### src/rtl/sap2_prog_loader.sv
// ----------------------------------------------------------------------------
// sap2_prog_loader
//   Hardware program loader for the SAP-2 mini CPU. Accepts a framed byte
//   stream from a host (COUNT, then COUNT words sent as HI/LO byte pairs) and
//   writes each word into the CPU through its programming port (prog, a, d)
//   at consecutive addresses from 00H. Once the last word is written, prog is
//   released, cpu_clr is pulsed, and done is pulsed for one cycle.
//
//   Optional feature macro: SAP2_LOADER_CHECKSUM_EN
//     When defined, one extra check byte follows the last word. The 8-bit sum
//     of COUNT, every HI/LO byte and the check byte must be 00H. On a
//     mismatch err is set, the CPU clear is skipped, and done still pulses.
//     When undefined, there is no check byte and err is tied to 0.
//
// Parameters
//   HOLD        cycles prog stays high per word       (1..15)
//   CLR_CYCLES  cycles cpu_clr stays high after load  (1..15)
//
// Ports
//   clk       in   1   system clock, rising edge
//   clr_n     in   1   synchronous active-low reset
//   in_data   in   8   host byte
//   in_valid  in   1   host byte valid
//   in_ready  out  1   loader can accept in_data (combinational from state)
//   prog      out  1   CPU program-mode strobe
//   a         out  8   CPU program address
//   d         out  12  CPU program word
//   cpu_clr   out  1   CPU clear, active high
//   busy      out  1   frame in progress
//   done      out  1   one-cycle pulse at frame completion
//   err       out  1   checksum failure, sticky until the next COUNT byte
// ----------------------------------------------------------------------------
module sap2_prog_loader #(
  parameter int HOLD       = 2,
  parameter int CLR_CYCLES = 2
) (
  input  logic        clk,
  input  logic        clr_n,
  input  logic [7:0]  in_data,
  input  logic        in_valid,
  output logic        in_ready,
  output logic        prog,
  output logic [7:0]  a,
  output logic [11:0] d,
  output logic        cpu_clr,
  output logic        busy,
  output logic        done,
  output logic        err
);

  typedef enum logic [2:0] {
    S_IDLE, S_HI, S_LO, S_WRITE, S_CHK, S_CLR, S_DONE
  } state_t;

  localparam logic [3:0] HOLD_LAST = 4'(HOLD - 1);
  localparam logic [3:0] CLR_LAST  = 4'(CLR_CYCLES - 1);

  state_t      r_state;
  state_t      w_next;
  logic [7:0]  r_count;
  logic [7:0]  r_wptr;
  logic [7:0]  r_a;
  logic [11:0] r_d;
  logic [3:0]  r_nib;
  logic [3:0]  r_cnt;
  logic        w_xfer;
  logic        w_last;
  logic        w_holdEnd;
  logic        w_clrEnd;

  assign w_xfer    = in_valid & in_ready;
  // COUNT=00H wraps to FFH here, so a 256-word frame ends at wptr=FFH.
  assign w_last    = (r_wptr == (r_count - 8'd1));
  assign w_holdEnd = (r_cnt == HOLD_LAST);
  assign w_clrEnd  = (r_cnt == CLR_LAST);

`ifdef SAP2_LOADER_CHECKSUM_EN
  logic [7:0] r_sum;
  logic       r_err;
  logic [7:0] w_sumNext;
  logic       w_chkOk;

  assign w_sumNext = r_sum + in_data;
  assign w_chkOk   = (w_sumNext == 8'h00);
  assign err       = r_err;

  // Running checksum and sticky error flag; both restart on a COUNT byte.
  always_ff @(posedge clk) begin
    if (!clr_n) begin
      r_sum <= 8'h00;
      r_err <= 1'b0;
    end else begin
      case (r_state)
        S_IDLE:     if (w_xfer) begin r_sum <= in_data; r_err <= 1'b0; end
        S_HI, S_LO: if (w_xfer) r_sum <= w_sumNext;
        S_CHK:      if (w_xfer && !w_chkOk) r_err <= 1'b1;
        default:    ;
      endcase
    end
  end
`else
  assign err = 1'b0;
`endif

  // State register.
  always_ff @(posedge clk) begin
    if (!clr_n) r_state <= S_IDLE;
    else        r_state <= w_next;
  end

  // Next-state logic.
  always_comb begin
    w_next = r_state;
    case (r_state)
      S_IDLE:  if (w_xfer) w_next = S_HI;
      S_HI:    if (w_xfer) w_next = S_LO;
      S_LO:    if (w_xfer) w_next = S_WRITE;
      S_WRITE: begin
        if (w_holdEnd) begin
`ifdef SAP2_LOADER_CHECKSUM_EN
          w_next = w_last ? S_CHK : S_HI;
`else
          w_next = w_last ? S_CLR : S_HI;
`endif
        end
      end
`ifdef SAP2_LOADER_CHECKSUM_EN
      S_CHK:   if (w_xfer) w_next = w_chkOk ? S_CLR : S_DONE;
`endif
      S_CLR:   if (w_clrEnd) w_next = S_DONE;
      S_DONE:  w_next = S_IDLE;
      default: w_next = S_IDLE;
    endcase
  end

  // Outputs decoded from state; prog and cpu_clr come from distinct states
  // so they can never be high together, and reset drops prog immediately.
  always_comb begin
    in_ready = 1'b0;
    prog     = 1'b0;
    cpu_clr  = 1'b0;
    done     = 1'b0;
    busy     = (r_state != S_IDLE);
    case (r_state)
      S_IDLE, S_HI, S_LO: in_ready = 1'b1;
`ifdef SAP2_LOADER_CHECKSUM_EN
      S_CHK:   in_ready = 1'b1;
`endif
      S_WRITE: prog     = 1'b1;
      S_CLR:   cpu_clr  = 1'b1;
      S_DONE:  done     = 1'b1;
      default: ;
    endcase
  end

  // Datapath: the cycle counter restarts on every state change and times
  // both the prog window and the clear pulse. a/d only change when a LO
  // byte is accepted, so they are stable for the whole prog window.
  always_ff @(posedge clk) begin
    if (!clr_n) begin
      r_count <= 8'h00;
      r_wptr  <= 8'h00;
      r_a     <= 8'h00;
      r_d     <= 12'h000;
      r_nib   <= 4'h0;
      r_cnt   <= 4'h0;
    end else begin
      if (w_next != r_state) r_cnt <= 4'h0;
      else                   r_cnt <= r_cnt + 4'h1;
      case (r_state)
        S_IDLE: if (w_xfer) begin r_count <= in_data; r_wptr <= 8'h00; end
        S_HI:   if (w_xfer) r_nib <= in_data[3:0];
        S_LO:   if (w_xfer) begin r_a <= r_wptr; r_d <= {r_nib, in_data}; end
        S_WRITE: if (w_holdEnd) r_wptr <= r_wptr + 8'd1;
        default: ;
      endcase
    end
  end

  assign a = r_a;
  assign d = r_d;

endmodule

### config.mk
export PLATFORM = sky130hd
export DESIGN_NAME = sap2_prog_loader
export DESIGN_NICKNAME = d
export VERILOG_FILES = /design/src/rtl/sap2_prog_loader.sv
export SDC_FILE = /design/constraint.sdc
export NUM_CORES = 1
export LEC_CHECK = 0
export CAP_MARGIN = 20
export CORE_UTILIZATION = 41
export CTS_BUF_LIST = sky130_fd_sc_hd__clkbuf_8 sky130_fd_sc_hd__clkbuf_16
export DETAILED_ROUTE_END_ITERATION = 12
export DONT_BUFFER_PORTS = 1
export SETUP_SLACK_MARGIN = 0.5
export SLEW_MARGIN = 40
export SYNTH_ARGS = -nofsm -noshare
export SYNTH_HDL_FRONTEND = slang
export SYNTH_SLANG_ARGS = --single-unit
### constraint.sdc
create_clock -name clk -period 3.05 [get_ports clk]
set_input_delay 0.61 -clock clk [delete_from_list [all_inputs] [get_ports clk]]
set_output_delay 0.61 -clock clk [all_outputs]
set_load 0.05 [all_outputs]
==> reports/results.txt <==
TritonRoute pass-1 iters: 4
Clock latency on the worst-skew pair: 0.29 ns
Status: finished clean
I/O Pins: 37
DRC errors left: 0
TritonCTS clock tree: built
Syn avg cell area: 8.39 µm²
Overall Power: 0.00111 W
CTS resizes: 0
Leak pwr: 0.796 nW
Area of the multi-input gates: 1190 µm²
Worst reg2reg path depth: 5
Register area: 941 µm²
Top FF cell, synth: dfxtp_1
Final Slew Violations: 0
Die Y: 75.5 µm
RSZ-0062 raised after global routing: no
Crit path from: r_state[2]
TritonCTS Sinks: 47
Area contributors post-synth: dfxtp_1, nand2_1, a21boi_0
Area leader, netlist: dfxtp_1
Initial antenna violation count: 0
PD cells: 474 nW/µm²
CP arrival: 1.54 ns
CP Launch Type: flip-flop
GRT Total Usage: 17.2%
Ant diodes: 0
Post-synth top cells: nand2_1, dfxtp_1, a21boi_0, nor2_1, clkbuf_1
H-tree Lvls: 2
Capturing point of the worst reg2reg path: r_wptr[5]
Post-route clock period utilization: 70.4%
Root buffer cell: clkbuf_8
# fillers: 525
CTS max path bufs: 2
Yosys top cell area share: 42.5%
Post-synth net total: 279
Clk_skew: 0.00617 ns
Die area: 5700 µm²
TritonCTS Buffers: 5
DR iter-0 viols: 50
Initial core utilization: 43.1%
NumNets Final: 274
Async set or reset register ratio after synthesis: 0%
Flop2flop setup slack: 1.10 ns
Warnings, synthesis: 0
Detailed placement HPWL: 2.93 mm
First-pass GRT wire length: 7.35 mm
Worst Setup End Kind: output pin
Buf/Inv on CP: 0
Pre-CTS setup slack: 1.06 ns
Worst IR Drop VDD: 297 µV
Hold Crit Class: in -> reg
Synth Instances: 264
CP Class: reg -> out
Post-layout min period: 2.15 ns
#FFs+latches synth: 47
RePlAce Congestion: 0.803
Most numerous cell in the Yosys netlist: nand2_1
Die X: 75.5 µm
Worst setup endpoint: cpu_clr
Seq/Total Area, Yosys: 42.5%
Routed Antenna Nets: 0
Cell variety after synth: 42
Synth-to-layout area growth: 5.88%
Worst path slowest cell: dfxtp_1
Clk slew on worst S/H paths: 0.08 ns
Max Fclk: 466 MHz
Layout cell share with drive strength beyond 1: 5.81%
Post-synth EDFFs: 0
Vias per cell: 5.04
Post-CTS setup buffer count: 0
Max cap viols: 0
Core area: 5140 µm²
Crit path depth: 1
Setup TNS: 0 ns
Largest net degree at the start of global routing: 40
CP max FO: 16
Via count: 1,654
Delay-heaviest family, CP: flip-flops
Crit-path cells: and3b_1
I/O Buffers: 0
Final Hold Viols: 0
Worst r2r src: r_state[1]
Vias in the first global route: 1,561
Overall routed net length: 4.22 mm
Final Util: 45.6%
Setup WS post-layout: 0.903 ns
Req. time, crit path: 2.44 ns
Final Setup Violations: 0
Worst Tran Pin Value: 0.731 ns
Worst rel slew slack: 51.3%
WHS: 0.444 ns
Wire per inst: 12.9 µm
Slowest stage delay, CP: 0.64 ns
Hold-fix buffers, CTS: 0
Core Rows: 26
Syn Std Cell Area: 2210 µm²
GRT overflow: 0
## cells by family (layout without fill, tap and decap cells)
logic type,after synthesis,after routing,synth area share (%)
other,1,1,0.169
flip-flops,47,47,42.5
AO/OA/AOI/OAI,45,45,14.6
XOR/XNOR,18,18,7.12
multiplexers,5,5,2.26
adder cells (fa/ha/maj),4,4,2.26
AND/OR/NAND/NOR,123,123,27.3
buffers and inverters,21,15,3.73
## flip-flops by register name, indices dropped and copies added (netlist names)
signal   count
r_wptr       8
a            8
d           12
r_nib        4
r_state      3
r_count      8
r_cnt        4
## layer usage
| metal | share of wire [%] | up-vias | wire length (µm) | track usage (%) |
|---|---|---|---|---|
| met5 | 0 | - | 0 | 0 |
| met2 | 46 | 22 | 1930 | 28.0 |
| met4 | 1.9 | 0 | 80 | 7.20 |
| met3 | 3.8 | 9 | 161 | 4.63 |
| met1 | 49 | 748 | 2050 | 21.5 |
| li1 | - | 875 | - | - |
## per-stage QoR
step	std cells	instance area (µm²)
after detailed placement	321	2260
after floorplan	264	2210
after global placement	321	2260
final	328	2340
after CTS	327	2330
after global routing	328	2340
## layout by cell type (no fill, tap or decap), drive strengths merged, types with 3 or more instances in the layout
cell type  instances
xnor2             13
inv                6
buf                4
mux2i              5
nand2             68
a21boi            28
dfxtp             47
nor2b              6
ha                 4
a21oi              6
xor2               5
nor4b              3
nand4              3
a31oi              3
nor2              17
nor3               5
clkbuf             5
o21ai              3
and3b              3
and2               3
## final cells by class
cell class | instances | area share (%)
multi-input combinational | 196 | 50.8
sequential | 47 | 40.1
tap | 70 | 3.74
clock buffer | 5 | 2.93
timing repair buffer | 4 | 1.44
inverter | 5 | 0.800
clock inverter | 1 | 0.160
## worst reg2reg max path: stages, from the launching register on
cell,delay (ns)
dfxtp_1,0.46
nor4b_4,0.63
a21oi_2,0.14
nor4_1,0.40
xnor2_1,0.16
nor2_1,0.05
## where the power goes
| group | switching, W | leakage (nW) | internal [W] |
|---|---|---|---|
| registers | 0.0000288 | 0.381 | 0.000629 |
| logic | 0.0000667 | 0.374 | 0.0000523 |
| clock network | 0.000186 | 0.0413 | 0.000150 |
| total | 0.000282 | 0.796 | 0.000831 |
## how the worst min path moves through the flow
stage | startpoint | end | slack, ns | cells after the start
3_5_place_dp | r_nib[1] | d[9] | 0.46 | 2
3_3_place_gp | r_cnt[0] | r_cnt[0] | 0.45 | 1
4_1_cts | clr_n | r_wptr[1] | 0.43 | 1
5_1_grt | in_data[2] | r_count[2] | 0.44 | 2
2_1_floorplan | r_cnt[0] | r_cnt[0] | 0.43 | 1
6_report | clr_n | r_state[0] | 0.44 | 1
Power figures use the tool's default switching activity.
